$ cat config.mk
export PLATFORM = sky130hd
export DESIGN_NAME = inv_cond_eval
export DESIGN_NICKNAME = d
export VERILOG_FILES = /design/src/rtl/inv_bvsge_bvshl_sweep_checker_pkg.sv /design/src/rtl/inv_bvsge_bvshl_sweep_checker_cond_eval.sv
export SDC_FILE = /design/constraint.sdc
export NUM_CORES = 1
export LEC_CHECK = 0
export CAP_MARGIN = 10
export CORE_AREA = 4 4 41 43
export DETAILED_ROUTE_END_ITERATION = 10
export DIE_AREA = 0 0 45 47
export GPL_TIMING_DRIVEN = 0
export PLACE_DENSITY = 0.46
export SLEW_MARGIN = 40
export SYNTH_ARGS = -nofsm -noshare
export SYNTH_HDL_FRONTEND = slang
export SYNTH_SLANG_ARGS = --single-unit
$ cat constraint.sdc
create_clock -name vclk -period 4.15
set_input_delay 0.6225 -clock vclk [all_inputs]
set_output_delay 0.6225 -clock vclk [all_outputs]
set_load 0.01 [all_outputs]
$ cat src/rtl/inv_bvsge_bvshl_sweep_checker_pkg.sv
// Shared types and the reference predicate for the (x << s) >=s t Skolem sweep checker.
package inv_chk_pkg;

  typedef enum logic [2:0] {
    StIdle,
    StDrive,
    StSample,
    StSearch,
    StCheck,
    StDone
  } state_e;

  // P(x,s,t) = signed(x << s) >= signed(t) in w bits; w must be 1..31.
  // The signed compare is done unsigned after flipping the sign bit.
  function automatic logic bvshl_sge(input int unsigned w, input logic [31:0] x,
                                     input logic [31:0] s, input logic [31:0] t);
    logic [31:0] mask;
    logic [31:0] msb;
    logic [31:0] sh;
    mask = (32'd1 << w) - 32'd1;
    msb  = 32'd1 << (w - 32'd1);
    sh   = (s >= 32'(w)) ? 32'd0 : ((x << s) & mask);
    return ((sh ^ msb) & mask) >= ((t ^ msb) & mask);
  endfunction

endpackage

$ cat src/rtl/inv_bvsge_bvshl_sweep_checker_cond_eval.sv
// Combinational evaluator of P(x,s,t) = signed(x << s) >= signed(t) for W-bit operands.
module inv_cond_eval
  import inv_chk_pkg::*;
#(
  parameter int unsigned W = 4
) (
  input  logic [W-1:0] x_i,
  input  logic [W-1:0] s_i,
  input  logic [W-1:0] t_i,
  output logic         ok_o
);

  assign ok_o = bvshl_sge(W, 32'(x_i), 32'(s_i), 32'(t_i));

endmodule

**After elaboration in Yosys (flattened, before gate mapping)**

Cells that the tools add are included.

- Bitwise logic cells: 2
- Shifts and indexed selects: 1
- Multiplexer cells: 1
- Magnitude comparators: 2

Operators with widths:

| cell | number |
|---|---|
| 4-bit by 3-bit greater-or-equal comparator with 1-bit output (second input constant) | 1 |
| 4-bit greater-or-equal comparator | 1 |
| 4-bit 2-to-1 mux | 1 |
| 4-bit by 4-bit << shifter with 4-bit output | 1 |
| 1-bit inverter | 2 |

- Bits in registers: 0
- Word-level logic and storage cells: 6
- Output and inout port bits: 1
- Input bits: 12

**Longest topological paths before layout**

- Depth after elaboration: 4
- Mapped depth: 6
- Gate-level depth less buffers: 6

**Worst setup path before layout**

No wires, ideal clock.

- Path kind: input to output
- Start: in s_i[3]
- End: out ok_o
- Path slack: 1715 ps
- Stages on the path: 6
- Data required time: 3527 ps
- Arrival time: 1812 ps
- Buffers on the path: 0
- Path through: nor3_1 > nand3b_1 > ha_1 > nand2b_1 > a2111oi_0 > nor3_1

- Word-level cells in the longest chain between the ends: 4
- Elaborated cells between the ends (all ways): 5
- Classes of those cells: order compare (2); shift (1); mux (1); bitwise (1)

RTL lines:

| element | line | text |
|---|---|---|
| start, declared | inv_bvsge_bvshl_sweep_checker_cond_eval.sv:8 | `input logic [W-1:0] s_i,` |
| 4-bit by 3-bit greater-or-equal comparator with 1-bit output / 4-bit by 4-bit << shifter with 4-bit output (equally long branches) | inv_bvsge_bvshl_sweep_checker_pkg.sv:22 | `sh = (s >= 32'(w)) ? 32'd0 : ((x << s) & mask);` |
| 4-bit 2-to-1 mux (*) | inv_bvsge_bvshl_sweep_checker_pkg.sv:22 |  |
| 1-bit inverter (no source line) | - |  |
| 4-bit greater-or-equal comparator (*) | inv_bvsge_bvshl_sweep_checker_pkg.sv:23 | `return ((sh ^ msb) & mask) >= ((t ^ msb) & mask);` |
| end, declared | inv_bvsge_bvshl_sweep_checker_cond_eval.sv:10 | `output logic ok_o` |

Mark *: on every way between the ends. The rest lies on a longest branch, timed or not.

**Worst setup path after layout**

- Start: in s_i[1]
- End: out ok_o

The elaborated chain is that of the path after synthesis.

==> results.json <==
{
  "status": "complete, no violations",
  "drc": 0,
  "worstPathRequired_ns": 3.53,
  "holdWs_ns": 2.48,
  "drv_slew": 0,
  "wl_per_cell_um": 8.43,
  "synthDistinctLibCells": 15,
  "hold_path.class": "primary input to output port",
  "yosysTopAreaCell": "ha_1",
  "dieHeight_um": 47,
  "routed-via-count": 195,
  "power.internal_w": 0.0000181,
  "syn2layout_area_growth_pct": 88.1,
  "syn_area_um2": 169,
  "nNetsFinal": 54,
  "grt_pass1_wl_um": 738,
  "initial_core_util_pct": 13.0,
  "avgSynthCellArea_um2": 7.34,
  "cp.arrival_ns": 2.91,
  "io_pins": 13,
  "drv_cap": 0,
  "setup_ws_ns": 0.622,
  "postCtsHoldBufs": 0,
  "synth_area_leaders": "ha_1 (30%), mux2i_1 (12%), nor3_1 (8.9%)",
  "antenna_found_initial": 0,
  "regArea_um2": 0,
  "core_area_mm2": 0.00130,
  "nClkBuffers": 0,
  "design.seq.count": 0,
  "max_slew.worst_pin.slew_ns": 0.379,
  "place_hpwl_um": 401,
  "die_w_um": 45,
  "grt_max_degree": 7,
  "p_per_area_mw_per_mm2": 87.6,
  "preCtsSetupSlack_ns": 0.621,
  "diodes": 0,
  "drtIter0Drc": 1,
  "routed_via_density": 3.82,
  "period_share_pct": 85.0,
  "end_kind": "output port",
  "p_switching_w": 0.00000977,
  "drive_above_1_share_pct": 2.78,
  "cpMaxStageDelayCell": "clkdlybuf4s50_1",
  "clockPowerShare_pct": 0,
  "yosysTopAreaCellShare_pct": 29.6,
  "irDropWorstVdd_mv": 0.0259,
  "fmax_mhz": 283,
  "p_seq_share_pct": 0,
  "yosysSeqAreaShare_pct": 0,
  "num_rows": 13,
  "nFillCells": 153,
  "setup_viol": 0,
  "worstSetupPathType": "primary input to output port",
  "fin_setup_tns_ns": 0,
  "crit_fanout": 4,
  "worstPathCellList": "clkdlybuf4s50_1 > nor3_1 > nand3b_1 > ha_1 > nand2b_1 > a2111oi_0 > nor3_1 > clkdlybuf4s50_1",
  "cts_setup_buffers": 0,
  "slew_headroom_pct": 74.1,
  "yosys_warnings": 0,
  "pwr-share-comb_pct": 100.0,
  "startpoint_type": "primary input",
  "wl_um": 430,
  "rsz0062_at_grt": "false",
  "grt-ovfl-total": 0,
  "p_leak_nw": 0.128,
  "syn_inst": 23,
  "switching_share_pct": 35.1,
  "place.gp.congestion": 0.678,
  "critPathTopFamily": "buffers and inverters",
  "firstDrtPassIters": 2,
  "grt_pass1_vias": 204,
  "grt_use_total_pct": 4.33,
  "portBuffers": 13,
  "max_stage_delay_ns": 0.50,
  "dieArea_mm2": 0.00212,
  "finalHoldViolCount": 0,
  "fin_crit_ns": 3.53,
  "syn_nets": 39,
  "ant_nets": 0,
  "final_core_util_pct": 24.4,
  "crit_buf_inv": 2,
  "cts_resized": 0
}
==> routing by layer <==
metal / up-vias / routed length [um] / part of all wire (%) / track usage [%]
li1: 114 / - / - / -
met1: 74 / 220 / 51 / 6.07
met2: 7 / 168 / 39 / 7.91
met3: 0 / 41 / 9.5 / 0
met4: 0 / 0 / 0 / 0
met5: - / 0 / 0 / 0
==> cells in the mapped netlist <==
| cell | count |
|---|---|
| mux2i_1 | 2 |
| o211ai_1 | 1 |
| nor2_1 | 2 |
| nand3_1 | 1 |
| o21ai_0 | 1 |
| or4_1 | 1 |
| a2111oi_0 | 1 |
| nand2b_1 | 1 |
| inv_1 | 2 |
| ha_1 | 4 |
| nor2b_1 | 1 |
| nand3b_1 | 1 |
| nand2_1 | 1 |
| nor3_1 | 3 |
| mux2_2 | 1 |
==> cells by family (layout without fill, tap and decap cells) <==
family	count (synthesis)	count (layout)	synth area share, %
buf+inv	2	15	4.45
mux	3	3	18.5
fa+ha+maj	4	4	29.6
compound gates	3	3	12.6
simple gates	11	11	34.8
==> through the flow <==
step / instance area (um^2) / std cells / power [W]
global placement: 318 / 51 / 0.0000280
floorplan: 169 / 23 / 0.0000103
detailed placement: 318 / 51 / 0.0000279
finish: 318 / 51 / 0.0000278
CTS: 318 / 51 / 0.0000281
global route: 318 / 51 / 0.0000315
==> layout make-up <==
cell class	instances	area, um^2	area share (%)
multi-input cells	21	161	50.8
repair buffers	13	130	40.9
well taps	15	18.8	5.91
inverters	2	7.51	2.36
==> layout by cell type (no fill, tap or decap) <==
cell,count
a2111oi_0,1
or4_1,1
nor3_1,3
nand2b_1,1
o211ai_1,1
ha_1,4
nor2_1,2
nand3_1,1
nand2_1,1
inv_1,2
nand3b_1,1
clkdlybuf4s50_1,13
o21ai_0,1
mux2i_1,2
mux2_2,1
nor2b_1,1
==> power groups by stage <==
stage / clock, W / sequential, W / combinational, W
after floorplan: 0 / 0 / 0.0000103
after global placement: 0 / 0 / 0.0000280
after detailed placement: 0 / 0 / 0.0000279
after CTS: 0 / 0 / 0.0000281
after global routing: 0 / 0 / 0.0000315
final: 0 / 0 / 0.0000278
==> worst paths after layout <==
kind	to	depth (start not counted)	start	slack [ns]
setup / recovery	ok_o	8	s_i[1]	0.62
hold / removal	ok_o	5	t_i[3]	2.48
Note: power is estimated with default switching activity, not from simulation.
